<file path="config.mk">
export PLATFORM = sky130hd
export DESIGN_NAME = reg_wr_arbiter_4mb
export DESIGN_NICKNAME = d
export VERILOG_FILES = /design/src/rtl/reg_wr_arbiter_4mb.sv
export SDC_FILE = /design/constraint.sdc
export NUM_CORES = 1
export LEC_CHECK = 0
export BUFFER_PORTS_ARGS = -buffer_cell sky130_fd_sc_hd__buf_2
export CELL_PAD_IN_SITES_DETAIL_PLACEMENT = 0
export CELL_PAD_IN_SITES_GLOBAL_PLACEMENT = 1
export CORE_MARGIN = 2
export CORE_UTILIZATION = 32
export DETAILED_ROUTE_END_ITERATION = 8
export PLACE_DENSITY = 0.84
export SLEW_MARGIN = 5
export SYNTH_ARGS = -nofsm -noshare
export SYNTH_HDL_FRONTEND = slang
export SYNTH_SLANG_ARGS = --single-unit
</file>
<file path="constraint.sdc">
create_clock -name clk_100m -period 2.55 [get_ports clk_100m]
set_clock_uncertainty 0.2 [all_clocks]
set_input_delay 0.51 -clock clk_100m [delete_from_list [all_inputs] [get_ports clk_100m]]
set_output_delay 0.51 -clock clk_100m [all_outputs]
set_load 0.05 [all_outputs]
</file>
<file path="src/rtl/reg_wr_arbiter_4mb.sv">
// Two-requester (SPI / aux) arbiter for the register-bank write port, with idle gap and aux window.
// Optional macro REG_ARB_RR_EN: round-robin collision resolution (default build: SPI always wins).
module reg_wr_arbiter_4mb #(
  parameter int unsigned GAP_CYCLES   = 2,
  parameter logic [15:0] AUX_ADDR_MIN = 16'h0000,
  parameter logic [15:0] AUX_ADDR_MAX = 16'h00FF,
  parameter int unsigned CNT_W        = 16
) (
  input  logic             clk_100m,
  input  logic             rst_n_syn,
  input  logic             spi_wr_req,
  input  logic [15:0]      spi_addr,
  input  logic [31:0]      spi_data,
  output logic             spi_wr_ack,
  input  logic             aux_wr_req,
  input  logic [15:0]      aux_addr,
  input  logic [31:0]      aux_data,
  output logic             aux_wr_ack,
  output logic             aux_wr_err,
  output logic [31:0]      data_mosi,
  output logic [15:0]      addr,
  output logic             data_mosi_rdy,
  output logic [CNT_W-1:0] coll_cnt
);

  localparam logic [1:0] ST_IDLE    = 2'd0;
  localparam logic [1:0] ST_GRANT_A = 2'd1;
  localparam logic [1:0] ST_GRANT_B = 2'd2;
  localparam logic [1:0] ST_GAP     = 2'd3;

  localparam logic [3:0] GAP_LOAD = 4'(GAP_CYCLES);
  localparam bit         NO_GAP   = (GAP_CYCLES == 32'd0);

  logic [1:0]       state;
  logic [1:0]       state_nxt;
  logic [3:0]       gap_cnt;
  logic [3:0]       gap_nxt;
  logic             eval;
  logic             any_req;
  logic             both_req;
  logic             pick_b;
  logic             aux_in_win;
  logic             rdy_nxt;
  logic             spi_ack_nxt;
  logic             aux_ack_nxt;
  logic             aux_err_nxt;
  logic [31:0]      data_nxt;
  logic [15:0]      addr_nxt;
  logic [CNT_W-1:0] coll_nxt;

  // Unsigned inclusive window test done with borrow bits so a zero lower bound never folds to a constant compare.
  function automatic logic in_window(input logic [15:0] a);
    logic [16:0] lo_diff;
    logic [16:0] hi_diff;
    lo_diff = {1'b0, a} - {1'b0, AUX_ADDR_MIN};
    hi_diff = {1'b0, AUX_ADDR_MAX} - {1'b0, a};
    return ~lo_diff[16] & ~hi_diff[16];
  endfunction

  assign any_req    = spi_wr_req | aux_wr_req;
  assign both_req   = spi_wr_req & aux_wr_req;
  assign aux_in_win = in_window(aux_addr);

`ifdef REG_ARB_RR_EN
  logic last_b;

  // On a collision the requester that was not granted last wins.
  assign pick_b = aux_wr_req & (~spi_wr_req | ~last_b);

  // Round-robin pointer: remembers which side took the most recent grant (ack or err).
  always_ff @(posedge clk_100m) begin
    if (!rst_n_syn) begin
      last_b <= 1'b0;
    end else if (eval && any_req) begin
      last_b <= pick_b;
    end else begin
      last_b <= last_b;
    end
  end
`else
  assign pick_b = aux_wr_req & ~spi_wr_req;
`endif

  // Arbitration happens in IDLE, on the last GAP cycle, or straight out of a grant when no gap is configured.
  always_comb begin
    case (state)
      ST_IDLE:                eval = 1'b1;
      ST_GRANT_A, ST_GRANT_B: eval = NO_GAP;
      ST_GAP:                 eval = (gap_cnt <= 4'd1);
      default:                eval = 1'b0;
    endcase
  end

  // Next state, gap counter and the registered write-port / handshake values.
  always_comb begin
    state_nxt   = state;
    gap_nxt     = gap_cnt;
    rdy_nxt     = 1'b0;
    spi_ack_nxt = 1'b0;
    aux_ack_nxt = 1'b0;
    aux_err_nxt = 1'b0;
    data_nxt    = data_mosi;
    addr_nxt    = addr;
    coll_nxt    = coll_cnt;
    if (eval) begin
      if (any_req) begin
        state_nxt = pick_b ? ST_GRANT_B : ST_GRANT_A;
        gap_nxt   = 4'd0;
        if (both_req && !(&coll_cnt)) begin
          coll_nxt = coll_cnt + CNT_W'(1'b1);
        end else begin
          coll_nxt = coll_cnt;
        end
        if (!pick_b) begin
          rdy_nxt     = 1'b1;
          spi_ack_nxt = 1'b1;
          data_nxt    = spi_data;
          addr_nxt    = spi_addr;
        end else if (aux_in_win) begin
          rdy_nxt     = 1'b1;
          aux_ack_nxt = 1'b1;
          data_nxt    = aux_data;
          addr_nxt    = aux_addr;
        end else begin
          // Rejected aux write: the bank port keeps its previous address/data.
          aux_err_nxt = 1'b1;
        end
      end else begin
        state_nxt = ST_IDLE;
        gap_nxt   = 4'd0;
      end
    end else begin
      case (state)
        ST_GRANT_A, ST_GRANT_B: begin
          state_nxt = ST_GAP;
          gap_nxt   = GAP_LOAD;
        end
        ST_GAP: begin
          state_nxt = ST_GAP;
          gap_nxt   = gap_cnt - 4'd1;
        end
        default: begin
          state_nxt = ST_IDLE;
          gap_nxt   = 4'd0;
        end
      endcase
    end
  end

  // State and output registers; a reset abandons any grant in flight.
  always_ff @(posedge clk_100m) begin
    if (!rst_n_syn) begin
      state         <= ST_IDLE;
      gap_cnt       <= 4'd0;
      data_mosi_rdy <= 1'b0;
      spi_wr_ack    <= 1'b0;
      aux_wr_ack    <= 1'b0;
      aux_wr_err    <= 1'b0;
      data_mosi     <= 32'h0000_0000;
      addr          <= 16'h0000;
      coll_cnt      <= {CNT_W{1'b0}};
    end else begin
      state         <= state_nxt;
      gap_cnt       <= gap_nxt;
      data_mosi_rdy <= rdy_nxt;
      spi_wr_ack    <= spi_ack_nxt;
      aux_wr_ack    <= aux_ack_nxt;
      aux_wr_err    <= aux_err_nxt;
      data_mosi     <= data_nxt;
      addr          <= addr_nxt;
      coll_cnt      <= coll_nxt;
    end
  end

endmodule

</file>
* Word-level counts from Yosys, hierarchy flattened
Cells that the tools add are included.
** Cells by class
- Div/mod/pow operators :: 0
- Multiply operators :: 0
- $add $sub $neg :: 3
- $lt $le $gt $ge :: 1
- Eq/ne operators :: 4
- Mux-type cells :: 14
- Reductions and logical operators :: 11
- Bitwise operators :: 5
- Shift operators :: 0
** Operators by type and width (number)
- 32-bit 2-to-1 mux :: 2
- 16-bit 2-to-1 mux :: 2
- 8-bit by 16-bit subtractor with 17-bit output (first input constant) :: 1
- 16-bit by 1-bit adder with 16-bit output (second input constant) :: 1
- 16-bit AND reduction :: 1
- 3-bit AND reduction :: 3
- 2-bit 2-to-1 mux :: 4
- 4-bit one-hot mux with 2 select lines :: 1
- 2-bit equality test (second input constant) :: 2
- 4-bit by 1-bit less-or-equal comparator with 1-bit output (second input constant) :: 1
- 1-bit 2-to-1 mux :: 4
- 4-bit AND reduction :: 1
- 2-bit OR reduction :: 2
- 4-bit by 1-bit subtractor with 4-bit output (second input constant) :: 1
- 1-bit one-hot mux with 3 select lines :: 1
- 3-bit OR reduction :: 1
- 1-bit bitwise AND :: 2
- 2-bit by 1-bit equality test with 1-bit output (second input constant) :: 1
- 2-bit logical NOT :: 1
- 2-bit != test (second input constant) :: 1
- 1-bit NOT :: 2
- 1-bit logical AND :: 1
- 1-bit logical NOT :: 1
- 1-bit bitwise OR :: 1
** Storage, ports and cells
- Latch bits :: 0
- Memory bits (writable) :: 0
- Bits of input ports :: 100
- Memories kept :: 0
- Register bits :: 74
- Bits in read-only memories :: 0

* Depth between registers and ports, before layout
Gate-level depths: netlist of the first run.
- Depth after elaboration :: 5
- Mapped depth :: 8
- Gate-level depth less buffers :: 7

* Worst setup path after synthesis of the first run
OpenSTA, ideal clock, no wires.
- Path type :: register -> register
- Start :: reg coll_cnt[6]
- End :: reg coll_cnt[14]
- Setup slack :: 217 ps
- Buffers on the path :: 0
- Stages on the path, launching flop included :: 6
- Period minus slack after synthesis :: 2333 ps
- Data arrival time :: 2063 ps
- Cells stage by stage :: dfxtp_1 nand4_2 or2_1 or4_4 or3_1 a21oi_1
** On the way
- Word-level cells in the longest chain between the ends :: 4
** Ends and longest elaborated chain
- start, declared :: RTL line 23 : output logic [CNT_W-1:0] coll_cnt
- start signal, assigned :: RTL line 161 : coll_cnt <= {CNT_W{1'b0}};
- start signal, assigned :: RTL line 171 : coll_cnt <= coll_nxt;
- branches (longest 4 deep; another with 16-bit by 1-bit adder with 16-bit output)
Parallel ways; which one is timed is not known.
A chain may end at the register's enable or synchronous reset.

* Worst setup path after layout of the first run
- Start :: reg state[0]
- End :: reg coll_cnt[12]
** On the way
- Word-level cells in the longest chain between the ends :: 4
** Ends and longest elaborated chain
- start, declared :: RTL line 34 : logic [1:0] state;
- start signal, assigned :: RTL line 163 : state <= state_nxt;
- 2-bit by 1-bit equality test with 1-bit output / 2-bit equality test (equally long branches) :: RTL line 86 : case (state)
- 2-bit OR reduction :: RTL line 86
- 1-bit one-hot mux with 3 select lines (*) :: RTL line 86
- 3-bit AND reduction (no source line) (*)
Every way passes the cells marked *; elsewhere a longest branch is shown, timed or not.

==> results of run 1 <==
-- critical path, cell delays in order (launching register included) --
cell and delay (ps):
dfxtp_1 340, inv_1 60, ha_1 300, nor2_1 230, a31oi_4 70, or4_4 580, or3_1 340, a21oi_1 140
-- flip-flops by register name, indices dropped and copies added, names as in the netlist --
| register | cells |
|---|---|
| state | 2 |
| gap_cnt | 4 |
| aux_wr_err | 1 |
| data_mosi_rdy | 1 |
| coll_cnt | 16 |
| data_mosi | 32 |
| addr | 16 |
| aux_wr_ack | 1 |
| spi_wr_ack | 1 |
-- area by class of cell --
cell class | instances | area [um2]
Clock inverter | 5 | 100
Multi-Input combinational cell | 291 | 1780
Sequential cell | 74 | 1480
Tap cell | 136 | 170
Fill cell | 1030 | 5680
Inverter | 7 | 26.3
Timing Repair Buffer | 181 | 978
Clock buffer | 11 | 151
-- worst max-delay path by stage --
| stage | startpoint | to | slack, ps | depth (start not counted) |
|---|---|---|---|---|
| CTS | state[0] | coll_cnt[12] | 220 | 7 |
| floorplan | coll_cnt[6] | coll_cnt[14] | 220 | 5 |
| detailed placement | aux_addr[14] | data_mosi[10] | 220 | 8 |
| global placement | aux_addr[14] | data_mosi[10] | 180 | 8 |
| finish | state[0] | coll_cnt[12] | 220 | 7 |
| global route | state[0] | coll_cnt[15] | 30 | 8 |
-- metrics by stage --
step	util [%]	std cells	total power [mW]	instance area, um2	hold slack (ps)
2_1_floorplan	-	406	3.60	3430	252
3_3_place_gp	42.8	689	4.26	4440	248
3_5_place_dp	42.8	689	4.30	4440	251
4_1_cts	45.2	705	5.45	4690	202
5_1_grt	45.2	705	5.74	4690	218
6_report	45.2	705	5.42	4690	219
-- logic make-up (layout without fill, tap and decap cells) --
family	count (synthesis)	after routing	share of synthesized area [%]
flip-flops	74	74	43.2
adder cells (fa/ha/maj)	6	6	2.19
AND/OR/NAND/NOR	127	127	18.1
XOR/XNOR	12	12	3.07
AO/OA/AOI/OAI	146	146	28.1
buffers and inverters	41	204	5.22
-- layer usage --
layer	GRT usage [%]	routed length, um	vias up
met5	0	0	-
met4	6.14	142	0
met3	4.48	608	12
met2	29.6	5070	110
met1	21.0	4450	1716
li1	-	-	1777
-- power breakdown --
part | internal, mW | total (mW) | switching (mW)
registers | 1.45 | 1.60 | 0.148
clock network | 0.701 | 1.13 | 0.433
logic | 0.777 | 2.68 | 1.90
total | 2.93 | 5.42 | 2.48
-- layout by cell type, fill, tap and decap left out, drive strengths merged --
master / instances
a211oi: 2
a21oi: 46
a31o: 2
a31oi: 2
a41oi: 1
and2: 1
and3: 2
buf: 181
bufinv: 3
clkbuf: 11
clkinv: 2
dfxtp: 74
ha: 6
inv: 7
nand2: 18
nand2b: 1
nand3: 6
nand4: 13
nand4bb: 1
nor2: 57
nor2b: 1
nor3: 9
nor4: 9
nor4b: 1
nor4bb: 1
o211a: 40
o21ai: 53
or2: 2
or3: 4
or4: 1
xnor2: 10
xor2: 2
==> PnR_summary.wiki, run 1 <==
{| class="wikitable"
! Metric !! Value
|-
| CP Max Fanout || 5
|-
| Status || finished, final reports clean
|-
| Count of unique library cells instantiated by Yosys || 39
|-
| Measured slew at the worst slew-check pin || 660 ps
|-
| IR drop worst, VDD || 0.000577 V
|-
| # diodes || 0
|-
| Arrival time at the worst endpoint || 2400 ps
|-
| Via/cell ratio || 5.13
|-
| Maximum clock path buffer count || 2
|-
| Final Max Slew Viols || 0
|-
| Post-DP HPWL || 7280 um
|-
| Critical path type || reg -> reg
|-
| Detailed-route DRC error count || 0
|-
| Warnings from Yosys || 0
|-
| Proportion of layout cells with a drive suffix above 1 || 36.4%
|-
| Area fraction of the dominant cell type after synthesis || 43.2%
|-
| Global-route wire length before repair || 16100 um
|-
| Most frequent cell after synthesis || dfxtp_1
|-
| 1st-pass router iterations || 5
|-
| Share of the clock period used by the worst path || 91.2%
|-
| Final Setup Violations || 0
|-
| Layout-stage area growth over the synthesis result || 36.9%
|-
| Horiz. Die Dim || 107 um
|-
| List of most frequent post-synthesis cells || dfxtp_1, nor2_1, o21ai_0
|-
| WL final || 10300 um
|-
| Layout net count || 670
|-
| Initial standard-cell utilization of the core || 33.0%
|-
| Average routed wire per standard cell || 14.6 um
|-
| Post-route minimum period || 2330 ps
|-
| Vias in the first global route || 3448
|-
| Commonest register cell after synthesis || dfxtp_1
|-
| H-tree levels || 3
|-
| Syn Nets || 512
|-
| Final Hold Violating Endpoints || 0
|-
| Upper clock frequency limit || 430 MHz
|-
| Via count || 3615
|-
| CP required || 2620 ps
|-
| Count of pins on the block boundary || 168
|-
| Clock Root Buffer || clkbuf_8
|-
| Type of origin of the critical path || register
|-
| Internal reg-to-reg setup slack || 220 ps
|-
| Count of max-cap constraint violations || 0
|-
| Antenna violations before repair || 0
|-
| Pin count of the biggest net entering global routing || 55
|-
| Start point of the worst hold path || spi_addr[11]
|-
| PortBufs || 167
|-
| First-iteration detailed-routing DRC count || 107
|-
| Clock latency reported for the late side of the worst-skew pair || 340 ps
|-
| RR Startpoint || state[0]
|-
| Post-synth ARST share || 0%
|-
| DP Worst Slack || 223 ps
|-
| Reg2reg path depth || 7
|-
| Max transition margin || 55.6%
|-
| Worst Slack Setup Final || 224 ps
|-
| Reg-to-Reg End || coll_cnt[12]
|-
| Post-route ant nets || 0
|-
| Clock edge transition at the registers on the reported setup and hold paths || 80 ps
|-
| Setup fix buffers added after clock tree synthesis || 0
|-
| Die span in y || 107 um
|-
| Cell count after synthesis || 406
|-
| Library cell occupying the most area in the post-synthesis netlist || dfxtp_1
|-
| Total negative setup slack || 0 ps
|-
| Share of the yosys chip area belonging to registers || 43.2%
|-
| Power density relative to cell area || 1150 nW/um2
|-
| Total die area || 11600 um2
|-
| Row cnt || 37
|-
| Leading cell types by total area after synthesis || dfxtp_1, o211a_1, o21ai_0, a21oi_1, nor2_1
|-
| Unrepaired setup endpoints after global routing || false
|-
| Count of flip-flops with a built-in enable after synthesis || 0
|-
| Hold buffer count at CTS || 0
|-
| Area of the core || 10400 um2
|-
| Weighted congestion reported at the end of routability-driven placement || 0.809
|-
| Average size of a mapped cell || 8.44 um2
|-
| TritonCTS Buffers || 9
|-
| Hold path depth || 3
|-
| Area of the mapped netlist || 3430 um2
|-
| Capture endpoint of the worst hold path || addr[11]
|-
| Number of instances resized during post-cts repair || 0
|-
| GRT Total Usage || 17.3%
|-
| Number of register bits inferred by synthesis || 74
|-
| Nature of the critical path endpoint || register
|-
| Grt total ovfl || 0
|-
| Total leakage power || 2.46 nW
|-
| CTS tree || done
|-
| Worst Hold Class || in -> reg
|-
| Number of clock sinks || 74
|}
Note: power is estimated with default switching activity, not from simulation.
==> run 2, diff against run 1 <==
--- a/config.mk
+++ b/config.mk
@@ -8,7 +8,6 @@
 export BUFFER_PORTS_ARGS = -buffer_cell sky130_fd_sc_hd__buf_2
 export CELL_PAD_IN_SITES_DETAIL_PLACEMENT = 0
 export CELL_PAD_IN_SITES_GLOBAL_PLACEMENT = 1
-export CORE_MARGIN = 2
 export CORE_UTILIZATION = 32
 export DETAILED_ROUTE_END_ITERATION = 8
 export PLACE_DENSITY = 0.84
==> run 2 against run 1 <==
Utilization down 0.78 points. Design area fell by 1.7%. Non-clock buffer count decreased by 3. Hold slack worse by 9.6 ps. Sequential power barely moved. First-iteration DRC count grew 12%. Die area is 3.7% lower. Final cell count fell by 0.57%. Register-to-register slack lost 30 ps. Fmax is 1.3% lower. Critical path depth is the same. Clock power is 11% lower. Highest routed layer unchanged.
==> PnR_summary.wiki, run 2 (synthesized netlist as in run 1, its figures left out) <==
{| class="wikitable"
! Metric !! Value
|-
| Layout net count || 667 (was 670)
|-
| Filler instances || 1075 (was 1030)
|-
| 1st-pass router iterations || 6 (was 5)
|-
| Nature of the critical path endpoint || register (unchanged)
|-
| Via/cell ratio || 5.15 (was 5.13)
|-
| Power density relative to cell area || 1150 nW/um2 (about the same)
|-
| Antenna violations before repair || 0 (unchanged)
|-
| Registers with the most flip-flops || data_mosi x32, addr x16, coll_cnt x16 (unchanged)
|-
| Horiz. Die Dim || 105 um (was 107 um)
|-
| Type of origin of the critical path || register (unchanged)
|-
| Vias in the first global route || 3475 (was 3448)
|-
| Pin count of the biggest net entering global routing || 61 (was 55)
|-
| Count of max-cap constraint violations || 0 (unchanged)
|-
| Proportion of layout cells with a drive suffix above 1 || 35.8% (was 36.4%)
|-
| Placed Cells || 686 (was 689)
|-
| Number of clock sinks || 74 (unchanged)
|-
| Switching power || 2.48 mW (about the same)
|-
| Unrepaired setup endpoints after global routing || false (unchanged)
|-
| Top reg by flops || data_mosi (unchanged)
|-
| Area of the core || 10400 um2 (unchanged)
|-
| Post-route ant nets || 0 (unchanged)
|-
| Layout-stage area growth over the synthesis result || 34.5% (was 36.9%)
|-
| Area taken by multi-input logic gates || 1780 um2 (unchanged)
|-
| Final Setup Violations || 0 (unchanged)
|-
| IR drop worst, VDD || 0.000576 V (was 0.000577 V)
|-
| Share of the clock period used by the worst path || 92.4% (was 91.2%)
|-
| Final Max Slew Viols || 0 (unchanged)
|-
| Global-route wire length before repair || 16400 um (was 16100 um)
|-
| Max reg flops || 32 (unchanged)
|-
| Status || finished, final reports clean (unchanged)
|-
| Clock Root Buffer || clkbuf_8 (unchanged)
|-
| Arrival time at the worst endpoint || 2430 ps (was 2400 ps)
|-
| Initial standard-cell utilization of the core || 33.0% (unchanged)
|-
| Weighted congestion reported at the end of routability-driven placement || 0.774 (was 0.809)
|-
| Grt total ovfl || 0 (unchanged)
|-
| Number of instances resized during post-cts repair || 0 (unchanged)
|-
| First-iteration detailed-routing DRC count || 120 (was 107)
|-
| # diodes || 0 (unchanged)
|-
| GRT Total Usage || 18.3% (was 17.3%)
|-
| Average routed wire per standard cell || 14.7 um (was 14.6 um)
|-
| PortBufs || 167 (unchanged)
|-
| CTS tree || done (unchanged)
|-
| Part of the total power dissipated in the clock network || 19.2% (was 20.9%)
|-
| Count of pins on the block boundary || 168 (unchanged)
|-
| Net Sw Frac || 47.0% (was 45.9%)
|-
| Sequential power share || 30.3% (was 29.6%)
|-
| Internal Dissipation || 2.80 mW (was 2.93 mW)
|-
| Detailed-route DRC error count || 0 (unchanged)
|-
| Hold buffer count at CTS || 0 (unchanged)
|-
| Clock latency reported for the late side of the worst-skew pair || 340 ps (about the same)
|-
| Worst Hold Class || in -> reg (unchanged)
|-
| Maximum clock path buffer count || 2 (unchanged)
|-
| Clock edge transition at the registers on the reported setup and hold paths || 80 ps (about the same)
|-
| Final Hold Violating Endpoints || 0 (unchanged)
|-
| Most frequent standard cell in the layout excluding fill and tap cells || buf_2 (unchanged)
|-
| H-tree levels || 3 (unchanged)
|-
| Die span in y || 105 um (was 107 um)
|-
| Post-DP HPWL || 7200 um (was 7280 um)
|-
| Total negative setup slack || 0 ps (unchanged)
|-
| Register cell area after layout || 1480 um2 (unchanged)
|-
| Setup fix buffers added after clock tree synthesis || 0 (unchanged)
|-
| Upper clock frequency limit || 424 MHz (was 430 MHz)
|-
| Non-Filler Instances || 701 (was 705)
|-
| Total die area || 11100 um2 (was 11600 um2)
|-
| Measured slew at the worst slew-check pin || 689 ps (was 660 ps)
|-
| Post-route minimum period || 2360 ps (was 2330 ps)
|-
| CP required || 2620 ps (about the same)
|-
| Total design power || 5.28 mW (was 5.42 mW)
|-
| Combinational group share of total power || 50.5% (was 49.5%)
|-
| WL final || 10300 um (about the same)
|-
| Max transition margin || 53.6% (was 55.6%)
|-
| Critical path type || reg -> reg (unchanged)
|-
| Total leakage power || 2.42 nW (was 2.46 nW)
|-
| CP Max Fanout || 12 (was 5)
|-
| TritonCTS Buffers || 9 (unchanged)
|-
| Most frequent cells in the layout || buf_2, dfxtp_1, nor2_1 (unchanged)
|-
| Row cnt || 37 (unchanged)
|-
| Via count || 3612 (was 3615)
|}
[run 2: changes by cell type in the layout (fill, tap and decap cells not counted)]
cell / previous run / this run
clkinvlp_4: 0 / 1
buf_12: 3 / 1
buf_4: 11 / 10
clkinv_2: 2 / 0
bufinv_16: 3 / 2
clkbuf_1: 0 / 1
clkinv_4: 0 / 1
clkbuf_8: 11 / 10
[run 2: area by class of cell]
type	count	area share [%]
Multi-Input combinational cell	291	38.7
Timing Repair Buffer	178	20.2
Clock buffer	11	3.07
Tap cell	136	3.69
Sequential cell	74	32.1
Inverter	7	0.570
Clock inverter	4	1.66
[run 2: power groups by stage]
stage / clock, mW / sequential [mW] / combinational (mW)
3_5_place_dp: 0 / 1.62 / 2.68
3_3_place_gp: 0 / 1.61 / 2.67
2_1_floorplan: 0 / 2.58 / 1.02
4_1_cts: 1.05 / 1.60 / 2.69
5_1_grt: 1.10 / 1.63 / 2.87
6_report: 1.01 / 1.60 / 2.67
[run 2: critical path, stage by stage, from the launching register on]
cell and delay, ps:
dfxtp_1 350, inv_1 60, ha_1 310, nor2_1 230, a31o_2 330, nand4bb_1 200
or3_2 440, a21oi_1 170
[run 2: final timing paths]
path / from / depth (start not counted) / end / slack (ps)
max: state[0] / 7 / coll_cnt[9] / 190
min: spi_addr[14] / 3 / addr[14] / 210
min reg2reg: addr[10] / 2 / addr[10] / 260
max reg2reg: state[0] / 7 / coll_cnt[9] / 190
[run 2: metal layers]
metal  up-vias  routed length (um)  global-route usage, %
li1       1766                   -                      -
met5         -                   0                      0
met2       120                5170                   31.5
met3         6                 730                   6.00
met1      1720                4320                   21.9
met4         0                  82                   4.23
[run 2: metrics by stage]
| step | area, um2 | hold WS (ps) | utilization, % | worst slack [ps] |
|---|---|---|---|---|
| after global routing | 4610 | 219 | 44.4 | 63.5 |
| after CTS | 4610 | 190 | 44.4 | 167 |
| final | 4610 | 210 | 44.4 | 193 |
| after detailed placement | 4390 | 252 | 42.4 | 133 |
| after global placement | 4390 | 244 | 42.4 | 142 |
| after floorplan | 3430 | 252 | - | 217 |
==> run 3, diff against run 2 <==
--- a/config.mk
+++ b/config.mk
@@ -11,6 +11,7 @@
 export CORE_UTILIZATION = 32
 export DETAILED_ROUTE_END_ITERATION = 8
 export PLACE_DENSITY = 0.84
+export SETUP_SLACK_MARGIN = 0.3
 export SLEW_MARGIN = 5
 export SYNTH_ARGS = -nofsm -noshare
 export SYNTH_HDL_FRONTEND = slang
==> run 3 against run 2 <==
Combinational power is 3% higher. Clock power is 24% lower. Die area stayed put. Sequential share of layout area is 0.17 points higher. Via count hardly changed. Routed wire length is 0.11% lower. Setup slack better by 180 ps. Clock-buffer cell count is 3 higher. Total power is 3.2% lower. Critical endpoint is now coll_cnt[14].
==> PnR_summary.wiki, run 3 (synthesized netlist as in run 1, its figures left out) <==
{| class="wikitable"
! Metric !! Value
|-
| Status || finished, final reports clean (unchanged)
|-
| DP Worst Slack || 223 ps (was 133 ps)
|-
| Global-route wire length before repair || 16700 um (was 16400 um)
|-
| Hold Worst Slack || 211 ps (was 210 ps)
|-
| Total negative setup slack || 0 ps (unchanged)
|-
| Area after DPL || 4410 um2 (was 4390 um2)
|-
| Pin count of the biggest net entering global routing || 61 (unchanged)
|-
| Register cell area after layout || 1490 um2 (was 1480 um2)
|-
| Final Max Slew Viols || 0 (unchanged)
|-
| Capture endpoint of the worst hold path || addr[10] (was addr[14])
|-
| Upper clock frequency limit || 459 MHz (was 424 MHz)
|-
| List of cells traversed by the critical path || nand4_2 > or2_1 > or4_4 > or3_1 > a21oi_2 (was inv_1 > ha_1 > nor2_1 > a31o_2 > nand4bb_1 > or3_2 > a21oi_1)
|-
| Worst stage delay on the critical path || 570 ps (was 440 ps)
|-
| Non-Filler Instances || 703 (was 701)
|-
| Clock latency reported for the late side of the worst-skew pair || 340 ps (about the same)
|-
| TritonCTS Buffers || 9 (unchanged)
|-
| Maximum clock path buffer count || 2 (unchanged)
|-
| Via/cell ratio || 5.14 (was 5.15)
|-
| Total leakage power || 2.41 nW (was 2.42 nW)
|-
| CTS tree || done (unchanged)
|-
| Average routed wire per standard cell || 14.6 um (was 14.7 um)
|-
| 1st-pass router iterations || 7 (was 6)
|-
| IR drop worst, VDD || 0.000520 V (was 0.000576 V)
|-
| Worst Hold Class || in -> reg (unchanged)
|-
| Registers with the most flip-flops || data_mosi x32, addr x16, coll_cnt x16 (unchanged)
|-
| Weighted congestion reported at the end of routability-driven placement || 0.788 (was 0.774)
|-
| # diodes || 0 (unchanged)
|-
| GRT Total Usage || 18.8% (was 18.3%)
|-
| Max reg flops || 32 (unchanged)
|-
| Via count || 3614 (was 3612)
|-
| Proportion of layout cells with a drive suffix above 1 || 38.1% (was 35.8%)
|-
| First-iteration detailed-routing DRC count || 111 (was 120)
|-
| Total design power || 5.11 mW (was 5.28 mW)
|-
| Reg-to-Reg End || coll_cnt[14] (was coll_cnt[9])
|-
| Start point of the worst hold path || spi_addr[10] (was spi_addr[14])
|-
| Count of max-cap constraint violations || 0 (unchanged)
|-
| Arrival time at the worst endpoint || 2260 ps (was 2430 ps)
|-
| Placed Cells || 688 (was 686)
|-
| Total die area || 11100 um2 (unchanged)
|-
| Filler instances || 1072 (was 1075)
|-
| Critical path type || reg -> reg (unchanged)
|-
| Buf+Inv Stages, Crit Path || 0 (was 1)
|-
| Count of pins on the block boundary || 168 (unchanged)
|-
| Power density relative to cell area || 1110 nW/um2 (was 1150 nW/um2)
|-
| Post-DP HPWL || 7190 um (was 7200 um)
|-
| Top reg by flops || data_mosi (unchanged)
|-
| Nature of the critical path endpoint || register (unchanged)
|-
| Layout-stage area growth over the synthesis result || 34.8% (was 34.5%)
|-
| RR Startpoint || coll_cnt[6] (was state[0])
|-
| Reg2reg path depth || 5 (was 7)
|-
| Final Hold Violating Endpoints || 0 (unchanged)
|-
| Post-route minimum period || 2180 ps (was 2360 ps)
|-
| Cell family contributing the most delay on the critical path || simple AND/OR/NAND/NOR gates (unchanged)
|-
| Worst Slack Setup Final || 371 ps (was 193 ps)
|-
| Die span in y || 105 um (unchanged)
|-
| Final standard cell area without fillers || 4620 um2 (was 4610 um2)
|-
| Row cnt || 37 (unchanged)
|-
| Vias in the first global route || 3583 (was 3475)
|-
| WL final || 10300 um (about the same)
|-
| Clock Root Buffer || clkbuf_8 (unchanged)
|-
| Hold buffer count at CTS || 0 (unchanged)
|-
| Detailed-route DRC error count || 0 (unchanged)
|-
| Measured slew at the worst slew-check pin || 635 ps (was 689 ps)
|-
| Internal reg-to-reg setup slack || 370 ps (was 190 ps)
|-
| Final design utilization || 44.5% (was 44.4%)
|-
| Most frequent standard cell in the layout excluding fill and tap cells || buf_2 (unchanged)
|-
| Hold path depth || 3 (unchanged)
|-
| CP required || 2630 ps (was 2620 ps)
|-
| PortBufs || 167 (unchanged)
|-
| Post-route ant nets || 0 (unchanged)
|-
| Grt total ovfl || 0 (unchanged)
|-
| Layout net count || 670 (was 667)
|-
| Type of origin of the critical path || register (unchanged)
|-
| Max transition margin || 57.6% (was 53.6%)
|-
| Share of the clock period used by the worst path || 85.5% (was 92.4%)
|-
| Area taken by multi-input logic gates || 1820 um2 (was 1780 um2)
|-
| H-tree levels || 3 (unchanged)
|-
| Final Setup Violations || 0 (unchanged)
|-
| Number of clock sinks || 74 (unchanged)
|-
| Area of the core || 10400 um2 (unchanged)
|-
| Initial standard-cell utilization of the core || 33.0% (unchanged)
|-
| CP Max Fanout || 5 (was 12)
|-
| Most frequent cells in the layout || buf_2, dfxtp_1, nor2_1 (unchanged)
|-
| Horiz. Die Dim || 105 um (unchanged)
|-
| Antenna violations before repair || 3 (was 0)
|-
| Cell with the largest stage delay on the worst path || or4_4 (was or3_2)
|-
| Unrepaired setup endpoints after global routing || true (was false)
|-
| Clock edge transition at the registers on the reported setup and hold paths || 70 ps (was 80 ps)
|}
run 3: where the power goes:
group / internal, mW / total (mW) / switching (mW) / leakage, nW
Sequential: 1.46 / 1.60 / 0.147 / 0.612
Clock: 0.372 / 0.768 / 0.396 / 0.0766
Combinational: 0.821 / 2.74 / 1.92 / 1.72
run 3: routing by layer:
layer,wire [um],GRT usage [%]
met1,4350,21.6
met3,685,5.75
met2,5070,32.5
met4,167,7.55
met5,22,0
run 3: how the worst max path moves through the flow:
stage          cells after the start  slack, ps            to    startpoint
2_1_floorplan                      5        320  coll_cnt[14]   coll_cnt[9]
3_3_place_gp                       7        280      addr[15]  aux_addr[10]
3_5_place_dp                       7        220  coll_cnt[12]      state[0]
4_1_cts                            8        340  data_mosi[2]    gap_cnt[0]
5_1_grt                            8        260  data_mosi[2]    gap_cnt[0]
6_report                           5        370  coll_cnt[14]   coll_cnt[6]
run 3: worst min-delay path: stages:
cell,delay [ps]
buf_2,70
nand4_1,70
o21ai_0,70
run 3: timing repair:
item	in CTS	in global routing
resized for setup	3	8
setup buffers	0	1
setup endpoints to repair	10	51
endpoints found under the hold margin	0	0
pin swaps	1	1
run 3: cell type report:
type / count / area share, %
multi-input combinational: 291 / 39.5
sequential: 74 / 32.3
timing repair buffer: 181 / 20.6
tap: 136 / 3.68
clock buffer: 14 / 3.30
inverter: 7 / 0.569
